--- config.mk ---
export PLATFORM = sky130hd
export DESIGN_NAME = dmc_multiport_arb
export DESIGN_NICKNAME = d
export VERILOG_FILES = /design/src/rtl/dmc_multiport_arb.sv
export SDC_FILE = /design/constraint.sdc
export NUM_CORES = 1
export LEC_CHECK = 0
export ABC_AREA = 1
export CAP_MARGIN = 10
export CORE_AREA = 10 10 251 253
export DETAILED_ROUTE_END_ITERATION = 10
export DIE_AREA = 0 0 261 263
export PLACE_DENSITY = 0.57
export SYNTH_ARGS = -nofsm -noshare
export SYNTH_HDL_FRONTEND = slang
export SYNTH_SLANG_ARGS = --single-unit
--- constraint.sdc ---
create_clock -name ui_clk_i -period 2.4 [get_ports ui_clk_i]
set_input_delay 0.36 -clock ui_clk_i [delete_from_list [all_inputs] [get_ports ui_clk_i]]
set_output_delay 0.36 -clock ui_clk_i [all_outputs]
set_load 0.005 [all_outputs]
--- src/rtl/dmc_multiport_arb.sv ---
// N-port round-robin front end for the DDR controller app_* interface.
// Single-beat reads/writes; an in-order tag FIFO steers read returns back to the issuing port.
module dmc_multiport_arb #(
    parameter int NPORTS    = 4,
    parameter int ADDR_W    = 28,
    parameter int DATA_W    = 64,
    parameter int TAG_DEPTH = 8,
    localparam int MASK_W   = DATA_W / 8,
    localparam int TAG_W    = $clog2(TAG_DEPTH),
    localparam int CNT_W    = TAG_W + 1,
    localparam int PORT_W   = $clog2(NPORTS)
) (
    input  logic                     ui_clk_i,
    input  logic                     ui_rstn_i,
    input  logic                     init_calib_complete_i,
    input  logic [NPORTS-1:0]        req_valid_i,
    output logic [NPORTS-1:0]        req_ready_o,
    input  logic [NPORTS-1:0]        req_rd_i,
    input  logic [NPORTS*ADDR_W-1:0] req_addr_i,
    input  logic [NPORTS*DATA_W-1:0] req_wdata_i,
    input  logic [NPORTS*MASK_W-1:0] req_wmask_i,
    output logic [NPORTS-1:0]        rsp_valid_o,
    output logic [DATA_W-1:0]        rsp_data_o,
    output logic [ADDR_W-1:0]        app_addr_o,
    output logic [2:0]               app_cmd_o,
    output logic                     app_en_o,
    output logic [DATA_W-1:0]        app_wdf_data_o,
    output logic [MASK_W-1:0]        app_wdf_mask_o,
    output logic                     app_wdf_wren_o,
    output logic                     app_wdf_end_o,
    input  logic                     app_rdy_i,
    input  logic                     app_wdf_rdy_i,
    input  logic [DATA_W-1:0]        app_rd_data_i,
    input  logic                     app_rd_data_valid_i,
    output logic [CNT_W-1:0]         rd_outstanding_o,
    output logic                     err_o
);

    typedef enum logic {ST_IDLE = 1'b0, ST_ISSUE = 1'b1} state_t;

    state_t              r_state;
    logic [PORT_W-1:0]   r_rr_ptr;
    logic [PORT_W-1:0]   r_port;
    logic                r_rd;
    logic [ADDR_W-1:0]   r_addr;
    logic [DATA_W-1:0]   r_wdata;
    logic [MASK_W-1:0]   r_wmask;
    logic                r_app_en;
    logic                r_wdf_wren;
    logic                r_cmd_done;
    logic                r_data_done;

    logic [PORT_W-1:0]   r_tag_mem [TAG_DEPTH];
    logic [TAG_W-1:0]    r_wr_ptr;
    logic [TAG_W-1:0]    r_rd_ptr;
    logic [CNT_W-1:0]    r_count;
    logic                r_full;
    logic [NPORTS-1:0]   r_rsp_valid;
    logic [DATA_W-1:0]   r_rsp_data;
    logic                r_err;

    logic [ADDR_W-1:0]   w_addr  [NPORTS];
    logic [DATA_W-1:0]   w_wdata [NPORTS];
    logic [MASK_W-1:0]   w_wmask [NPORTS];
    logic [NPORTS-1:0]   w_elig;
    logic [NPORTS-1:0]   w_rsp_sel;
    logic                w_grant_valid;
    logic [PORT_W-1:0]   w_grant_port;
    logic [PORT_W-1:0]   w_idx;
    logic                w_cmd_fire;
    logic                w_data_fire;
    logic                w_leave;
    logic                w_push;
    logic                w_pop;
    logic [PORT_W-1:0]   w_head_tag;
    logic [CNT_W-1:0]    w_count_next;

    genvar gi;
    generate
        for (gi = 0; gi < NPORTS; gi++) begin : g_port
            assign w_addr[gi]  = req_addr_i[gi*ADDR_W +: ADDR_W];
            assign w_wdata[gi] = req_wdata_i[gi*DATA_W +: DATA_W];
            assign w_wmask[gi] = req_wmask_i[gi*MASK_W +: MASK_W];
            // Registered full flag: a pop in the same cycle cannot unblock a read.
            assign w_elig[gi]  = req_valid_i[gi] & init_calib_complete_i & (~req_rd_i[gi] | ~r_full);
            assign req_ready_o[gi] = w_leave & (r_port == PORT_W'(gi));
            assign w_rsp_sel[gi]   = (w_head_tag == PORT_W'(gi));
        end
    endgenerate

    // Scan downwards so the first eligible port at or after the pointer wins.
    always_comb begin
        w_grant_valid = 1'b0;
        w_grant_port  = '0;
        w_idx         = '0;
        for (int k = NPORTS - 1; k >= 0; k--) begin
            w_idx = PORT_W'((int'(r_rr_ptr) + k) % NPORTS);
            if (w_elig[w_idx]) begin
                w_grant_valid = 1'b1;
                w_grant_port  = w_idx;
            end
        end
    end

    assign w_cmd_fire  = r_app_en & app_rdy_i;
    assign w_data_fire = r_wdf_wren & app_wdf_rdy_i;
    assign w_leave     = (r_state == ST_ISSUE) &
                         (r_rd ? w_cmd_fire
                               : ((r_cmd_done | w_cmd_fire) & (r_data_done | w_data_fire)));
    assign w_push      = w_leave & r_rd;
    assign w_pop       = app_rd_data_valid_i & (r_count != '0);
    assign w_head_tag  = r_tag_mem[r_rd_ptr];

    always_comb begin
        w_count_next = r_count;
        if (w_push && !w_pop)
            w_count_next = r_count + CNT_W'(1);
        else if (!w_push && w_pop)
            w_count_next = r_count - CNT_W'(1);
    end

    always_ff @(posedge ui_clk_i or negedge ui_rstn_i) begin
        if (!ui_rstn_i) begin
            r_state     <= ST_IDLE;
            r_rr_ptr    <= '0;
            r_port      <= '0;
            r_rd        <= 1'b0;
            r_addr      <= '0;
            r_wdata     <= '0;
            r_wmask     <= '0;
            r_app_en    <= 1'b0;
            r_wdf_wren  <= 1'b0;
            r_cmd_done  <= 1'b0;
            r_data_done <= 1'b0;
        end else begin
            case (r_state)
                ST_IDLE: begin
                    if (w_grant_valid) begin
                        r_port      <= w_grant_port;
                        r_rd        <= req_rd_i[w_grant_port];
                        r_addr      <= w_addr[w_grant_port];
                        r_wdata     <= w_wdata[w_grant_port];
                        r_wmask     <= w_wmask[w_grant_port];
                        r_app_en    <= 1'b1;
                        r_wdf_wren  <= ~req_rd_i[w_grant_port];
                        r_cmd_done  <= 1'b0;
                        r_data_done <= 1'b0;
                        r_state     <= ST_ISSUE;
                    end
                end
                ST_ISSUE: begin
                    if (w_leave) begin
                        r_app_en   <= 1'b0;
                        r_wdf_wren <= 1'b0;
                        r_rr_ptr   <= (r_port == PORT_W'(NPORTS - 1)) ? '0 : r_port + PORT_W'(1);
                        r_state    <= ST_IDLE;
                    end else begin
                        if (w_cmd_fire) begin
                            r_app_en   <= 1'b0;
                            r_cmd_done <= 1'b1;
                        end
                        if (w_data_fire) begin
                            r_wdf_wren  <= 1'b0;
                            r_data_done <= 1'b1;
                        end
                    end
                end
                default: r_state <= ST_IDLE;
            endcase
        end
    end

    always_ff @(posedge ui_clk_i) begin
        if (w_push)
            r_tag_mem[r_wr_ptr] <= r_port;
    end

    always_ff @(posedge ui_clk_i or negedge ui_rstn_i) begin
        if (!ui_rstn_i) begin
            r_wr_ptr    <= '0;
            r_rd_ptr    <= '0;
            r_count     <= '0;
            r_full      <= 1'b0;
            r_rsp_valid <= '0;
            r_rsp_data  <= '0;
            r_err       <= 1'b0;
        end else begin
            if (w_push)
                r_wr_ptr <= r_wr_ptr + TAG_W'(1);
            if (w_pop)
                r_rd_ptr <= r_rd_ptr + TAG_W'(1);
            r_count <= w_count_next;
            r_full  <= (w_count_next == CNT_W'(TAG_DEPTH));
            if (w_pop) begin
                r_rsp_valid <= w_rsp_sel;
                r_rsp_data  <= app_rd_data_i;
            end else begin
                r_rsp_valid <= '0;
            end
            if (app_rd_data_valid_i && (r_count == '0))
                r_err <= 1'b1;
        end
    end

    assign app_addr_o       = r_addr;
    assign app_cmd_o        = {2'b00, r_rd};
    assign app_en_o         = r_app_en;
    assign app_wdf_data_o   = r_wdata;
    assign app_wdf_mask_o   = r_wmask;
    assign app_wdf_wren_o   = r_wdf_wren;
    assign app_wdf_end_o    = r_wdf_wren;
    assign rsp_valid_o      = r_rsp_valid;
    assign rsp_data_o       = r_rsp_data;
    assign rd_outstanding_o = r_count;
    assign err_o            = r_err;

endmodule

### Word-level counts from Yosys, hierarchy flattened

Memory sizes are Yosys's and may differ from the RTL's.
Index checks and enable logic that the tools add are counted.

* RAM bits: 16
* flip-flop bits (word level): 190
* memories: 1
* input port bits: 478

Memory list
* r_tag_mem: words 8, width 2, rd ports 1, clocked after Yosys merged registers in 0, write ports 1, RTL line 53 `logic [PORT_W-1:0] r_tag_mem [TAG_DEPTH];`

* add/sub/neg operators: 8
* multiplexer cells: 52
* bitwise operators: 32
* equality and inequality tests: 13
* reduce and logical (&&, ||, !) cells: 15
* magnitude comparators: 6

Operator list (count)
* binary-select mux 64 bit (select 2 bit): 1
* two-way mux 64 bit: 2
* binary-select mux 28 bit (select 2 bit): 1
* two-way mux 28 bit: 2
* two-way mux 1 bit: 25
* AND 1 bit: 18
* binary-select mux 8 bit (select 2 bit): 1
* two-way mux 8 bit: 2
* < comparator 2 x 3 -> 1 bit (second input constant): 5
* two-way mux 4 bit: 3
* binary-select mux 1 bit (select 2 bit): 5
* two-way mux 2 bit: 5
* one-hot mux 1 bit (2 select lines): 5
* == test 2 bit (second input constant): 4
* AND reduction 2 bit: 4
* inverter 1 bit: 7
* adder 3 x 1 -> 3 bit (second input constant): 2
* != test 3 x 1 -> 1 bit (second input constant): 2
* bitwise OR 1 bit: 6
* AND reduction 3 bit: 2
* adder 2 x 1 -> 2 bit (second input constant): 2
* adder 2 bit (second input constant): 2
* adder 4 x 1 -> 4 bit (second input constant): 1
* == test 2 x 1 -> 1 bit (second input constant): 2
* 11 further kinds: 17

### Depth between registers and ports, before layout

* word-level depth: 14
* mapped depth: 18
* gate-level depth less buffers: 16

### Worst setup path after synthesis

No wires, ideal clock.

* path type: flip-flop to flip-flop
* start: register r_rr_ptr[0]
* end: register r_addr[10], in the netlist app_addr_o[10]
* arrival: 1.770 ns
* required time: 2.283 ns
* stages on the path, launching flop included: 16
* setup slack: 0.512 ns
* buffers on the path: 3
* library setup time: 0.117 ns
* cell sequence: dfrtp_1 -> buf_6 -> xnor2_2 -> inv_1 -> nand2_1 -> nand2_1 -> nor2_1 -> nor2_2 -> nand2_4 -> buf_2 -> buf_2 -> nand3_1 -> nand3_1 -> nand2_1 -> nand2_1 -> nand2_1

* longest elaborated chain between the ends: 11
* elaborated cells between the ends (all ways): 24

Ends and longest elaborated chain
* start: declaration: RTL line 42 `logic [PORT_W-1:0] r_rr_ptr;`
* start signal: assignment: RTL line 155 `r_rr_ptr <= (r_port == PORT_W'(NPORTS - 1)) ? '0 : r_port + PORT_W'(1);`
* adder 2 bit: RTL line 97 `w_idx = PORT_W'((int'(r_rr_ptr) + k) % NPORTS);`
* binary-select mux 1 bit (select 2 bit): RTL line 98 `if (w_elig[w_idx]) begin`
* two-way mux 1 bit (not written as such): RTL line 98
* two-way mux 2 bit (4 in a row): RTL line 98
* inverter 2 -> 3 bit (not written as such): RTL line 141 `r_addr <= w_addr[w_grant_port];`
* binary-select mux 28 bit (select 2 bit): RTL line 141
* two-way mux 28 bit (not written as such) (2 in a row): RTL line 141
* end signal: assignment: RTL line 141
* end: declaration: RTL line 45 `logic [ADDR_W-1:0] r_addr;`

Several ways; a longest one is shown, not always the timed one. The select of a mux whose other input is x is not followed.
A chain may end at the register's enable or synchronous reset.

### Worst setup path after layout

* start: register r_rr_ptr[0]
* end: register r_wdata[29], in the netlist app_wdf_data_o[29]

* longest elaborated chain between the ends: 11
* elaborated cells between the ends (all ways): 24

Ends and longest elaborated chain
* adder 2 bit: RTL line 97
* binary-select mux 1 bit (select 2 bit): RTL line 98
* two-way mux 1 bit (not written as such): RTL line 98
* two-way mux 2 bit (4 in a row): RTL line 98
* inverter 2 -> 3 bit (not written as such): RTL line 142 `r_wdata <= w_wdata[w_grant_port];`
* binary-select mux 64 bit (select 2 bit): RTL line 142
* two-way mux 64 bit (not written as such) (2 in a row): RTL line 142
* end signal: assignment: RTL line 142
* end: declaration: RTL line 46 `logic [DATA_W-1:0] r_wdata;`

Several ways; a longest one is shown, not always the timed one. The select of a mux whose other input is x is not followed.

==> impl_metrics.py <==
metrics = {
    "routing": {
        "wl_um": 64000,
        "wire_per_inst_um": 17.6,
        "vias": 15402,
        "dr.pass1.iters": 5,
        "drc": 0,
        "drt_first_iter_violations": 792,
        "ant_nets": 0,
        "via_per_inst": 4.23,
    },
    "place": {
        "gp_congestion": 0.895,
        "dpl.hpwl_um": 50200,
        "portBuffers": 658,
        "placed_area_um2": 21600,
    },
    "setup_path": {
        "reg2regPathDepth": 17,
        "critPathRequiredTime_ps": 2850,
        "slowest_stage": "dfrtp_2",
        "cp_top_family": "simple AND/OR/NAND/NOR gates",
        "worst-path-stages": 17,
        "worst_path_most_repeated_cell": "nand2_1",
        "cp-start-kind": "flip-flop",
        "path_cells": "buf_6 > nand4_1 > nand2_2 > nand2_1 > nand2_2 > nand2_1 > nand2_2 > nand2_8 > buf_12 > nand2_8 > buf_12 > buf_4 > nand2_1 > nand3_1 > nand2_1 > nand2_1 > nand2_1",
        "cpPeakStageDelay_ps": 490,
        "path_class": "flip-flop to flip-flop",
        "arrival_ps": 2720,
        "cp_max_fo": 5,
        "endpoint_kind": "flip-flop",
        "crit_buf_inv": 4,
    },
    "worst_hold_path": {
        "whs_path_depth": 3,
        "min_path_type": "primary input to flip-flop",
    },
    "die": {
        "coreArea_um2": 58200,
        "core.rowCount": 89,
        "fp.dieArea_um2": 68600,
        "start_util_pct": 23.0,
        "dieHeight_um": 263,
        "die_x_um": 261,
        "io_pins": 661,
    },
    "yosys": {
        "yosysTopAreaCellShare_pct": 35.5,
        "avgSynthCellArea_um2": 6.26,
        "synth_seq_cells": 206,
        "syn_inst": 2139,
        "synth_seq_area_share_pct": 39.1,
        "yosysTopAreaCell": "dfrtp_1",
        "ys.warnings.count": 0,
        "synth_cell_type_count": 34,
        "netlist_top_cells_area": "dfrtp_1 (35%), nand2_1 (24%), nand3_1 (16%)",
        "synth_area_um2": 13400,
    },
    "clocking": {
        "cts_tree": "yes",
        "clock-sinks": 206,
        "clock_path_buffers": 3,
        "path_clk_slew_ps": 60,
        "clk_latency_ps": 570,
        "cts_max_level": 1,
        "numCtsBuffers": 26,
        "root_buffer": "clkbuf_16",
    },
    "finish": {
        "fin_area_um2": 22800,
        "fin_util_pct": 39.2,
        "final_common_cell": "nand2_1",
        "drive_above_1_share_pct": 7.94,
        "fin_nets": 3326,
        "most-common-layout-cells": "nand2_1 (853), clkdlybuf4s50_1 (653), inv_1 (423), nand3_1 (416), dfrtp_1 (186)",
        "synthToLayoutAreaGrowth_pct": 70.5,
    },
    "timing": {
        "min_period_over_period_pct": 94.8,
        "setup_viol": 0,
        "fin_skew_ps": 18.5,
        "finalMaxSlewViolations": 0,
        "timing.hold.ws_ps": 336,
        "timing.slew.headroom_pct": 50.1,
        "finalHoldViolCount": 0,
        "tightest_slew_ps": 748,
        "max_freq_mhz": 440,
        "fin_crit_ps": 2270,
    },
    "pwr": {
        "powerDensity_nw_per_um2": 1350,
        "p_leak_nw": 12.1,
        "power_w": 0.0309,
        "worst_ir_drop_vdd_v": 0.000650,
    },
    "global_route": {
        "grt_pass1_vias": 15438,
        "grt_max_degree": 68,
        "grt_pass1_wl_um": 93100,
        "overflow": 0,
        "grt_use_total_pct": 17.3,
        "grt_antenna_before_repair": 10,
    },
    "job": {
        "max-cap-violations": 0,
    },
    "status": {
        "status": "completed",
    },
}
report_power, final:
| group | internal [W] | total, W | switching, W |
|---|---|---|---|
| logic | 0.00972 | 0.0211 | 0.0114 |
| registers | 0.00497 | 0.00589 | 0.000917 |
| clock network | 0.00224 | 0.00392 | 0.00168 |
| total | 0.0169 | 0.0309 | 0.0140 |
logic make-up after synthesis:
logic type               Yosys count  share of synthesized area (%)
other                              1                         0.0280
adder cells (fa/ha/maj)            8                          0.747
buffers and inverters            561                           17.0
AO/OA/AOI/OAI                     31                           1.31
XOR/XNOR                           5                          0.383
flip-flops                       206                           39.1
AND/OR/NAND/NOR                 1327                           41.4
sequential cells by signal (all words and copies together) (netlist names):
name / cells
r_port: 2
app_wdf_end_o: 1
r_rr_ptr: 2
rsp_data_o: 64
app_addr_o: 28
r_cmd_done: 1
r_state: 1
r_rd: 1
r_wr_ptr: 3
app_en_o: 1
r_data_done: 1
r_full: 1
rsp_valid_o: 4
r_rd_ptr: 3
app_wdf_data_o: 64
rd_outstanding_o: 4
r_tag_mem: 16
app_wdf_mask_o: 8
err_o: 1
cell usage after synthesis:
library cell / instances
o22ai_1: 5
clkinv_1: 3
edfxtp_1: 16
o21bai_1: 1
o211ai_1: 1
nor2_1: 29
xnor2_2: 1
buf_4: 11
dfrtp_1: 190
o21a_1: 1
nand2_2: 1
nor2_2: 2
a21oi_2: 1
buf_2: 81
xnor2_1: 1
a21oi_1: 2
xor2_1: 3
buf_6: 3
ha_1: 8
clkbuf_1: 28
nand4_1: 4
or2_2: 2
buf_8: 1
o21ai_0: 19
nand2_1: 866
o31ai_1: 1
inv_2: 4
nand3_1: 417
nand2_4: 2
and2_1: 1
inv_1: 424
nor3_1: 3
buf_1: 6
conb_1: 1
worst reg2reg max path: stages, from the launching register on:
cell and delay, ps:
dfrtp_2 490, buf_6 130, nand4_1 110, nand2_2 120, nand2_1 80, nand2_2 100
nand2_1 70, nand2_2 120, nand2_8 100, buf_12 140, nand2_8 90, buf_12 150
buf_4 140, nand2_1 50, nand3_1 90, nand2_1 60, nand2_1 50, nand2_1 50
path summary, 6_finish.rpt:
path | start | end | slack (ps)
setup / recovery | r_rr_ptr[0] | app_wdf_data_o[29] | 130
hold / removal | app_rd_data_i[56] | rsp_data_o[56] | 340
setup reg to reg | r_rr_ptr[0] | app_wdf_data_o[29] | 130
hold reg to reg | app_addr_o[24] | app_addr_o[24] | 480
max in group asynchronous | ui_rstn_i | rsp_valid_o[1] | 1340
min in group asynchronous | ui_rstn_i | rsp_data_o[20] | 370
routing by layer:
layer | share of wire, % | wire [um] | GRT usage, %
met5 | 0.084 | 54 | 0
met3 | 10 | 6620 | 6.52
met2 | 48 | 30600 | 29.6
met1 | 39 | 25200 | 19.8
met4 | 2.3 | 1500 | 4.86
timing repair:
action | in CTS | in global routing
setup endpoints to repair | 7 | 85
setup buffers | 0 | 11
gates resized for setup | 7 | 40
pin swaps | 0 | 7
endpoints found under the hold margin | 55 | 0
hold buffers | 1 | 0
gates cloned | 0 | 7
per-stage QoR:
step / setup WS (ps) / setup TNS, ps / cells
2_1_floorplan: 512 / 0 / 2140
3_3_place_gp: -323 / -25400 / 3566
3_5_place_dp: -327 / -26340 / 3566
4_1_cts: 3.74 / 0 / 3615
5_1_grt: -44.1 / -586 / 3636
6_report: 125 / 0 / 3639
cell type report:
cell class	instances	area [um^2]
fillers	6204	35400
repair buffers	801	8150
multi-input cells	1374	6010
flip-flops and latches	206	5240
inverters	431	1630
well taps	773	967
clock buffers	29	672
clock inverters	19	169
diodes	6	15.0
No activity file was read; power rests on OpenSTA's default activity.
